===== src/rtl/re_order_buffer_p.sv =====
// Re-order buffer: in-order allocation, out-of-order writeback, in-order commit of up to two
// register writes per cycle, a blocking store handshake and mispredict flush.
module re_order_buffer_p #(
    parameter int unsigned DEPTH  = 16,
    parameter int unsigned DATA_W = 32,
    parameter int unsigned TAG_W  = $clog2(DEPTH)
) (
    input  logic              clk,
    input  logic              rst,
    input  logic              rdy,
    input  logic              alloc_valid,
    input  logic [1:0]        alloc_class,
    input  logic [1:0]        alloc_size,
    input  logic [4:0]        alloc_rd,
    output logic              alloc_ready,
    output logic [TAG_W-1:0]  alloc_tag,
    input  logic [TAG_W-1:0]  rs1_tag,
    output logic              rs1_ready,
    output logic [DATA_W-1:0] rs1_data,
    input  logic [TAG_W-1:0]  rs2_tag,
    output logic              rs2_ready,
    output logic [DATA_W-1:0] rs2_data,
    input  logic              wb0_valid,
    input  logic [TAG_W-1:0]  wb0_tag,
    input  logic [DATA_W-1:0] wb0_data,
    input  logic              wb0_redirect,
    input  logic [DATA_W-1:0] wb0_pc,
    input  logic              wb1_valid,
    input  logic [TAG_W-1:0]  wb1_tag,
    input  logic [DATA_W-1:0] wb1_data,
    input  logic [DATA_W-1:0] wb1_addr,
    output logic              bc0_valid,
    output logic [TAG_W-1:0]  bc0_tag,
    output logic [DATA_W-1:0] bc0_data,
    output logic              bc1_valid,
    output logic [TAG_W-1:0]  bc1_tag,
    output logic [DATA_W-1:0] bc1_data,
    output logic              cm0_valid,
    output logic [4:0]        cm0_rd,
    output logic [DATA_W-1:0] cm0_data,
    output logic [TAG_W-1:0]  cm0_tag,
    output logic              cm1_valid,
    output logic [4:0]        cm1_rd,
    output logic [DATA_W-1:0] cm1_data,
    output logic [TAG_W-1:0]  cm1_tag,
    output logic              st_req_valid,
    output logic [DATA_W-1:0] st_req_addr,
    output logic [DATA_W-1:0] st_req_data,
    output logic [1:0]        st_req_size,
    input  logic              st_done,
    output logic              redirect_valid,
    output logic [DATA_W-1:0] redirect_pc,
    output logic              flush,
    output logic [TAG_W:0]    occupancy
);

    localparam logic [1:0] ClsReg   = 2'd0;
    localparam logic [1:0] ClsStore = 2'd1;

    typedef enum logic [0:0] {StIdle, StStWait} state_e;
    state_e state_q, state_d;

    logic [TAG_W:0]    head_q, head_d, tail_q, tail_d, ret_cnt;
    logic [TAG_W-1:0]  head_idx, head1_idx, tail_idx;
    logic [DEPTH-1:0]  busy_q, busy_d, ready_q, ready_d;
    logic [1:0]        cls_q   [DEPTH];
    logic [1:0]        cls_d   [DEPTH];
    logic [1:0]        size_q  [DEPTH];
    logic [1:0]        size_d  [DEPTH];
    logic [4:0]        rd_q    [DEPTH];
    logic [4:0]        rd_d    [DEPTH];
    logic [DATA_W-1:0] data_q  [DEPTH];
    logic [DATA_W-1:0] data_d  [DEPTH];
    logic [DATA_W-1:0] addr_q  [DEPTH];
    logic [DATA_W-1:0] addr_d  [DEPTH];
    logic [DATA_W-1:0] pc_q    [DEPTH];
    logic [DATA_W-1:0] pc_d    [DEPTH];
    logic              redir_q [DEPTH];
    logic              redir_d [DEPTH];

    logic full, head_ok, pair_ok, alloc_fire;
    logic ret_one, ret_two, st_start, st_finish, flush_now;

    logic              bc0_valid_q, bc0_valid_d, bc1_valid_q, bc1_valid_d;
    logic [TAG_W-1:0]  bc0_tag_q, bc0_tag_d, bc1_tag_q, bc1_tag_d;
    logic [DATA_W-1:0] bc0_data_q, bc0_data_d, bc1_data_q, bc1_data_d;
    logic              cm0_valid_q, cm0_valid_d, cm1_valid_q, cm1_valid_d;
    logic [4:0]        cm0_rd_q, cm0_rd_d, cm1_rd_q, cm1_rd_d;
    logic [DATA_W-1:0] cm0_data_q, cm0_data_d, cm1_data_q, cm1_data_d;
    logic [TAG_W-1:0]  cm0_tag_q, cm0_tag_d, cm1_tag_q, cm1_tag_d;
    logic              redirect_valid_q, redirect_valid_d, flush_q, flush_d;
    logic [DATA_W-1:0] redirect_pc_q, redirect_pc_d;

    assign head_idx    = head_q[TAG_W-1:0];
    assign head1_idx   = head_idx + TAG_W'(1);
    assign tail_idx    = tail_q[TAG_W-1:0];
    assign full        = (head_idx == tail_idx) && (head_q[TAG_W] != tail_q[TAG_W]);
    assign alloc_ready = !full;
    assign alloc_tag   = tail_idx;
    assign occupancy   = tail_q - head_q;

    assign head_ok    = busy_q[head_idx] && ready_q[head_idx];
    assign pair_ok    = busy_q[head1_idx] && ready_q[head1_idx] && (cls_q[head1_idx] == ClsReg);
    assign st_finish  = rdy && (state_q == StStWait) && st_done;
    // full is taken from the current pointers, so a same-cycle retire cannot make room
    assign alloc_fire = rdy && alloc_valid && !full && !flush_now;

    // Commit decode; class 3 is retired like a control entry
    always_comb begin
        ret_one   = 1'b0;
        ret_two   = 1'b0;
        st_start  = 1'b0;
        flush_now = 1'b0;
        if (rdy && (state_q == StIdle) && head_ok) begin
            if (cls_q[head_idx] == ClsStore) begin
                st_start = 1'b1;
            end else begin
                ret_one = 1'b1;
                if (cls_q[head_idx] == ClsReg) begin
                    ret_two = pair_ok;
                end else begin
                    flush_now = redir_q[head_idx];
                end
            end
        end
    end

    always_comb begin
        ret_cnt = '0;
        if (ret_two) begin
            ret_cnt = (TAG_W+1)'(2);
        end else if (ret_one || st_finish) begin
            ret_cnt = (TAG_W+1)'(1);
        end
    end

    always_comb begin
        busy_d  = busy_q;
        ready_d = ready_q;
        cls_d   = cls_q;
        size_d  = size_q;
        rd_d    = rd_q;
        data_d  = data_q;
        addr_d  = addr_q;
        pc_d    = pc_q;
        redir_d = redir_q;
        head_d  = head_q + ret_cnt;
        tail_d  = tail_q;
        if (rdy && wb0_valid && busy_q[wb0_tag]) begin
            ready_d[wb0_tag] = 1'b1;
            data_d[wb0_tag]  = wb0_data;
            redir_d[wb0_tag] = wb0_redirect;
            pc_d[wb0_tag]    = wb0_pc;
        end
        if (rdy && wb1_valid && busy_q[wb1_tag]) begin
            ready_d[wb1_tag] = 1'b1;
            data_d[wb1_tag]  = wb1_data;
            addr_d[wb1_tag]  = wb1_addr;
        end
        if (ret_one || st_finish) begin
            busy_d[head_idx]  = 1'b0;
            ready_d[head_idx] = 1'b0;
        end
        if (ret_two) begin
            busy_d[head1_idx]  = 1'b0;
            ready_d[head1_idx] = 1'b0;
        end
        if (alloc_fire) begin
            busy_d[tail_idx]  = 1'b1;
            ready_d[tail_idx] = 1'b0;
            redir_d[tail_idx] = 1'b0;
            cls_d[tail_idx]   = alloc_class;
            size_d[tail_idx]  = alloc_size;
            rd_d[tail_idx]    = alloc_rd;
            tail_d            = tail_q + (TAG_W+1)'(1);
        end
        if (flush_now) begin
            busy_d  = '0;
            ready_d = '0;
            head_d  = '0;
            tail_d  = '0;
        end
    end

    always_ff @(posedge clk or negedge rst) begin
        if (!rst) begin
            head_q  <= '0;
            tail_q  <= '0;
            busy_q  <= '0;
            ready_q <= '0;
        end else begin
            head_q  <= head_d;
            tail_q  <= tail_d;
            busy_q  <= busy_d;
            ready_q <= ready_d;
        end
    end

    // Payload is only observed through busy/ready-qualified paths, so it needs no reset
    always_ff @(posedge clk) begin
        cls_q   <= cls_d;
        size_q  <= size_d;
        rd_q    <= rd_d;
        data_q  <= data_d;
        addr_q  <= addr_d;
        pc_q    <= pc_d;
        redir_q <= redir_d;
    end

    always_ff @(posedge clk or negedge rst) begin
        if (!rst) begin
            state_q <= StIdle;
        end else begin
            state_q <= state_d;
        end
    end

    always_comb begin
        state_d = state_q;
        unique case (state_q)
            StIdle:   if (st_start) state_d = StStWait;
            StStWait: if (st_finish) state_d = StIdle;
            default:  state_d = StIdle;
        endcase
        if (flush_now) state_d = StIdle;
    end

    always_comb begin
        st_req_valid = 1'b0;
        st_req_addr  = '0;
        st_req_data  = '0;
        st_req_size  = '0;
        if (state_q == StStWait) begin
            st_req_valid = 1'b1;
            st_req_addr  = addr_q[head_idx];
            st_req_data  = data_q[head_idx];
            st_req_size  = size_q[head_idx];
        end
    end

    always_comb begin
        rs1_ready = 1'b0;
        rs1_data  = '0;
        if (busy_q[rs1_tag] && ready_q[rs1_tag]) begin
            rs1_ready = 1'b1;
            rs1_data  = data_q[rs1_tag];
        end else if (wb1_valid && (wb1_tag == rs1_tag)) begin
            rs1_ready = 1'b1;
            rs1_data  = wb1_data;
        end else if (wb0_valid && (wb0_tag == rs1_tag)) begin
            rs1_ready = 1'b1;
            rs1_data  = wb0_data;
        end
    end

    always_comb begin
        rs2_ready = 1'b0;
        rs2_data  = '0;
        if (busy_q[rs2_tag] && ready_q[rs2_tag]) begin
            rs2_ready = 1'b1;
            rs2_data  = data_q[rs2_tag];
        end else if (wb1_valid && (wb1_tag == rs2_tag)) begin
            rs2_ready = 1'b1;
            rs2_data  = wb1_data;
        end else if (wb0_valid && (wb0_tag == rs2_tag)) begin
            rs2_ready = 1'b1;
            rs2_data  = wb0_data;
        end
    end

    // Pulse outputs are zeroed whenever their valid is low
    always_comb begin
        bc0_valid_d      = rdy && wb0_valid && !flush_now;
        bc0_tag_d        = bc0_valid_d ? wb0_tag : '0;
        bc0_data_d       = bc0_valid_d ? wb0_data : '0;
        bc1_valid_d      = rdy && wb1_valid && !flush_now;
        bc1_tag_d        = bc1_valid_d ? wb1_tag : '0;
        bc1_data_d       = bc1_valid_d ? wb1_data : '0;
        cm0_valid_d      = ret_one;
        cm0_rd_d         = ret_one ? rd_q[head_idx] : '0;
        cm0_data_d       = ret_one ? data_q[head_idx] : '0;
        cm0_tag_d        = ret_one ? head_idx : '0;
        cm1_valid_d      = ret_two;
        cm1_rd_d         = ret_two ? rd_q[head1_idx] : '0;
        cm1_data_d       = ret_two ? data_q[head1_idx] : '0;
        cm1_tag_d        = ret_two ? head1_idx : '0;
        redirect_valid_d = flush_now;
        redirect_pc_d    = flush_now ? pc_q[head_idx] : '0;
        flush_d          = flush_now;
    end

    always_ff @(posedge clk or negedge rst) begin
        if (!rst) begin
            bc0_valid_q      <= 1'b0;
            bc0_tag_q        <= '0;
            bc0_data_q       <= '0;
            bc1_valid_q      <= 1'b0;
            bc1_tag_q        <= '0;
            bc1_data_q       <= '0;
            cm0_valid_q      <= 1'b0;
            cm0_rd_q         <= '0;
            cm0_data_q       <= '0;
            cm0_tag_q        <= '0;
            cm1_valid_q      <= 1'b0;
            cm1_rd_q         <= '0;
            cm1_data_q       <= '0;
            cm1_tag_q        <= '0;
            redirect_valid_q <= 1'b0;
            redirect_pc_q    <= '0;
            flush_q          <= 1'b0;
        end else begin
            bc0_valid_q      <= bc0_valid_d;
            bc0_tag_q        <= bc0_tag_d;
            bc0_data_q       <= bc0_data_d;
            bc1_valid_q      <= bc1_valid_d;
            bc1_tag_q        <= bc1_tag_d;
            bc1_data_q       <= bc1_data_d;
            cm0_valid_q      <= cm0_valid_d;
            cm0_rd_q         <= cm0_rd_d;
            cm0_data_q       <= cm0_data_d;
            cm0_tag_q        <= cm0_tag_d;
            cm1_valid_q      <= cm1_valid_d;
            cm1_rd_q         <= cm1_rd_d;
            cm1_data_q       <= cm1_data_d;
            cm1_tag_q        <= cm1_tag_d;
            redirect_valid_q <= redirect_valid_d;
            redirect_pc_q    <= redirect_pc_d;
            flush_q          <= flush_d;
        end
    end

    assign bc0_valid      = bc0_valid_q;
    assign bc0_tag        = bc0_tag_q;
    assign bc0_data       = bc0_data_q;
    assign bc1_valid      = bc1_valid_q;
    assign bc1_tag        = bc1_tag_q;
    assign bc1_data       = bc1_data_q;
    assign cm0_valid      = cm0_valid_q;
    assign cm0_rd         = cm0_rd_q;
    assign cm0_data       = cm0_data_q;
    assign cm0_tag        = cm0_tag_q;
    assign cm1_valid      = cm1_valid_q;
    assign cm1_rd         = cm1_rd_q;
    assign cm1_data       = cm1_data_q;
    assign cm1_tag        = cm1_tag_q;
    assign redirect_valid = redirect_valid_q;
    assign redirect_pc    = redirect_pc_q;
    assign flush          = flush_q;

endmodule


===== config.mk =====
export PLATFORM = sky130hd
export DESIGN_NAME = re_order_buffer_p
export DESIGN_NICKNAME = d
export VERILOG_FILES = /design/src/rtl/re_order_buffer_p.sv
export SDC_FILE = /design/constraint.sdc
export NUM_CORES = 2
export LEC_CHECK = 0
export CAP_MARGIN = 20
export CORE_AREA = 10 10 405 407
export CTS_CLUSTER_DIAMETER = 100
export DETAILED_ROUTE_END_ITERATION = 7
export DIE_AREA = 0 0 415 417
export PLACE_DENSITY_LB_ADDON = 0.08
export SLEW_MARGIN = 5
export SYNTH_ARGS = -nofsm -noshare
export SYNTH_HDL_FRONTEND = slang
export SYNTH_SLANG_ARGS = --single-unit

===== constraint.sdc =====
create_clock -name clk -period 4.3 [get_ports clk]
set_input_delay 0.86 -clock clk [delete_from_list [all_inputs] [get_ports clk]]
set_output_delay 0.86 -clock clk [all_outputs]
set_load 0.02 [all_outputs]

==> metrics.txt <==
internal power between 40 and 50 mW; Vias roughly 66k; ys flop type edfxtp_1; Min-Delay Path Class reg -> reg; status finished, final reports clean; delay-heaviest family, CP multiplexers; Gate Count Post-Synth 6432; total CTS buffers 195; Core Box Area about 160000 sq um; sequential fraction of the synthesis area 0.554; DRT Wirelength 327 mm; Final Max Slew Viols 0; commonest non-fill, non-tap cells in the layout edfxtp_1 (1168), mux4_2 (1012), nand2_1 (894), dfxtp_1 (528), clkdlybuf4s50_1 (353); number of synthesized flops with an enable pin between 1k and 1.5k; Critical Path AT 3.43 ns; Critical path buffers and inverters 4; mean area per synthesized cell ~14 sq um; cell area power density 674 nW/um^2; clock tree buffer depth 3; Die Wd between 400 and 500 um; layout cells sized above 1 0.278; total power draw 74.5 mW; WHS approximately 0.46 ns; Post-DRT Antenna Nets 0; starting density of the core 0.597; filler cell count 10.1k; Sw Share 0.352; YS warnings 0; Worst Setup End Kind output port; fin crit period 4.29 ns; worst vdd ir 0.703 mV; final hold vios 0; TritonCTS clock tree done; Syn-to-layout area delta 19.0%; Crit Path Class reg -> out; setup total negative slack 0 ns; # nets final 7112; synthesized flop and latch total between 1.5k and 2k; FMAX about 230 MHz; die height ~420 um; share of async-settable or async-resettable flops after synthesis 0.121; vias in the first global route 64.8k; area of the multi-input gates 38800 sq um; Syn Nets 6609; delay of the slowest critical-path stage between 0.7 and 0.8 ns; largest net degree at the start of global routing 126; Detailed Place HPWL between 150 and 200 mm; cell area after synthesis ~93000 sq um; Worst-Margin Slew 1.10 ns; register area between 50000 and 60000 sq um; Slowest cell on crit path mux4_4; crit path launch type register; commonest non-fill, non-tap cell in the layout edfxtp_1; Final setup violation count 0; Req. time, crit path approximately 3.4 ns; Reg clk slew, reported paths 0.06 ns; cell chain of the critical path nand2_2 > mux4_2 > mux4_4 > buf_12 > buf_8 > a21oi_4 > buf_4 > buf_4; max_cap viols 0; TritonCTS Sinks 1930; GPL Wtd Cong about 0.96; dpl cell area between 100000 and 150000 sq um; initial antenna violation count 27; first-pass GRT wire length 467 mm; fin area 111000 sq um; Slew HR 0.269; drt initial violations a little under 10k; Top Ports 496; Combinational Power Share 0.418; IO Port Bufs 495; DR pass1 iterations 6; Psw 26.2 mW; GRT Total Usage 0.369; Clk network pwr share 0.236; routed vias/inst roughly 7.2; synth unique cells ~70; Seq pwr share 0.346; Cell Rows 145; H-tree levels 4; crit-path max FO 14; Final Skew a little over 0.05 ns; die area approximately 170000 sq um; Leak Pwr slightly below 40 nW; wire per inst 35.6 um; Residual DRC 0; CTS root buf clkbuf_16; Worst path most repeated cell buf_4; crit share post-route 0.998; Clk Latency, worst-skew pair 0.85 ns; aggregate global routing overflow 0
## metrics by stage
stage / instances / setup slack, ns / utilization
detailed placement: 8731 / -0.110 / 0.660
floorplan: 6432 / 0.320 / -
global route: 9179 / -0.00930 / 0.710
finish: 9190 / 0.00738 / 0.710
global placement: 8730 / -0.0982 / 0.660
CTS: 9148 / -0.101 / 0.708
## logic make-up after synthesis
group / after synthesis / share of synthesized area
AO/OA/AOI/OAI: 764 / 0.0497
XOR/XNOR: 31 / 0.00292
adder cells (fa/ha/maj): 16 / 0.00232
buffers and inverters: 724 / 0.0319
flip-flops: 1930 / 0.554
multiplexers: 1353 / 0.282
AND/OR/NAND/NOR: 1614 / 0.0765
## power groups by stage
stage	Clock (mW)	Combinational, mW	Sequential, mW
2_1_floorplan	0	19.9	24.9
3_3_place_gp	0	28.6	25.8
3_5_place_dp	0	29.0	25.9
4_1_cts	17.7	30.1	25.5
5_1_grt	18.4	32.4	26.1
6_report	17.6	31.2	25.8
## Yosys cell counts (all sizes together), types with 112 or more instances
master / instances / area [sq um]
mux2i: 337 / 3370
nand2: 911 / 3420
nor2: 308 / 1160
dfxtp: 528 / 10600
edfxtp: 1168 / 35100
clkbuf: 431 / 1620
and2: 112 / 701
a31oi: 195 / 1220
mux4: 1014 / 22800
buf: 236 / 1130
o21ai: 328 / 1640
dfrtp: 234 / 5860
and3: 147 / 920
## state kept, by name (all words and copies together) (netlist names), 16 cells and up
signal,flops
rd_q,80
cls_q,32
redir_q,16
data_q,512
bc1_data,32
ready_q,16
cm1_data,32
pc_q,512
bc0_data,32
addr_q,512
cm0_data,32
busy_q,16
redirect_pc,32
size_q,32
## final cells by class
class,count,area share
flip-flops and latches,1930,0.466
multi-input cells,3778,0.351
repair buffers,973,0.0962
clock buffers,269,0.0502
well taps,2058,0.0233
clock inverters,99,0.0102
inverters,57,0.00214
diodes,26,0.000589
## worst min-delay path: stages (launching register included)
cell,delay [ns]
dfxtp_1,0.31
nand2_1,0.05
a21oi_1,0.05
## final timing paths
kind | from | endpoint | slack (ns) | cells after the start
max | busy_q[10] | rs1_data[28] | 0.007 | 8
min | redir_q[9] | redir_q[9] | 0.46 | 2
max in group asynchronous | rst | bc1_valid | 2.78 | 3
max reg2reg | head_q[0] | cm1_data[12] | 0.07 | 14
min reg2reg | redir_q[9] | redir_q[9] | 0.46 | 2
min in group asynchronous | rst | redirect_pc[12] | 0.57 | 2
## layer usage
| metal | up-vias | part of all wire | global-route usage |
|---|---|---|---|
| li1 | 26100 | - | - |
| met1 | 33400 | 0.35 | 0.483 |
| met2 | 5322 | 0.46 | 0.564 |
| met3 | 1149 | 0.13 | 0.0991 |
| met4 | 8 | 0.066 | 0.205 |
| met5 | - | 0.00017 | 0 |
## repair_timing
action	in CTS	in global routing
buffers inserted	36	7
endpoints found under the hold margin	3	0
cloned	12	10
gates resized for setup	228	119
setup endpoints to repair	132	89
pin swaps	0	0
hold buffers	1	0
(Power assumes the default switching activity.)
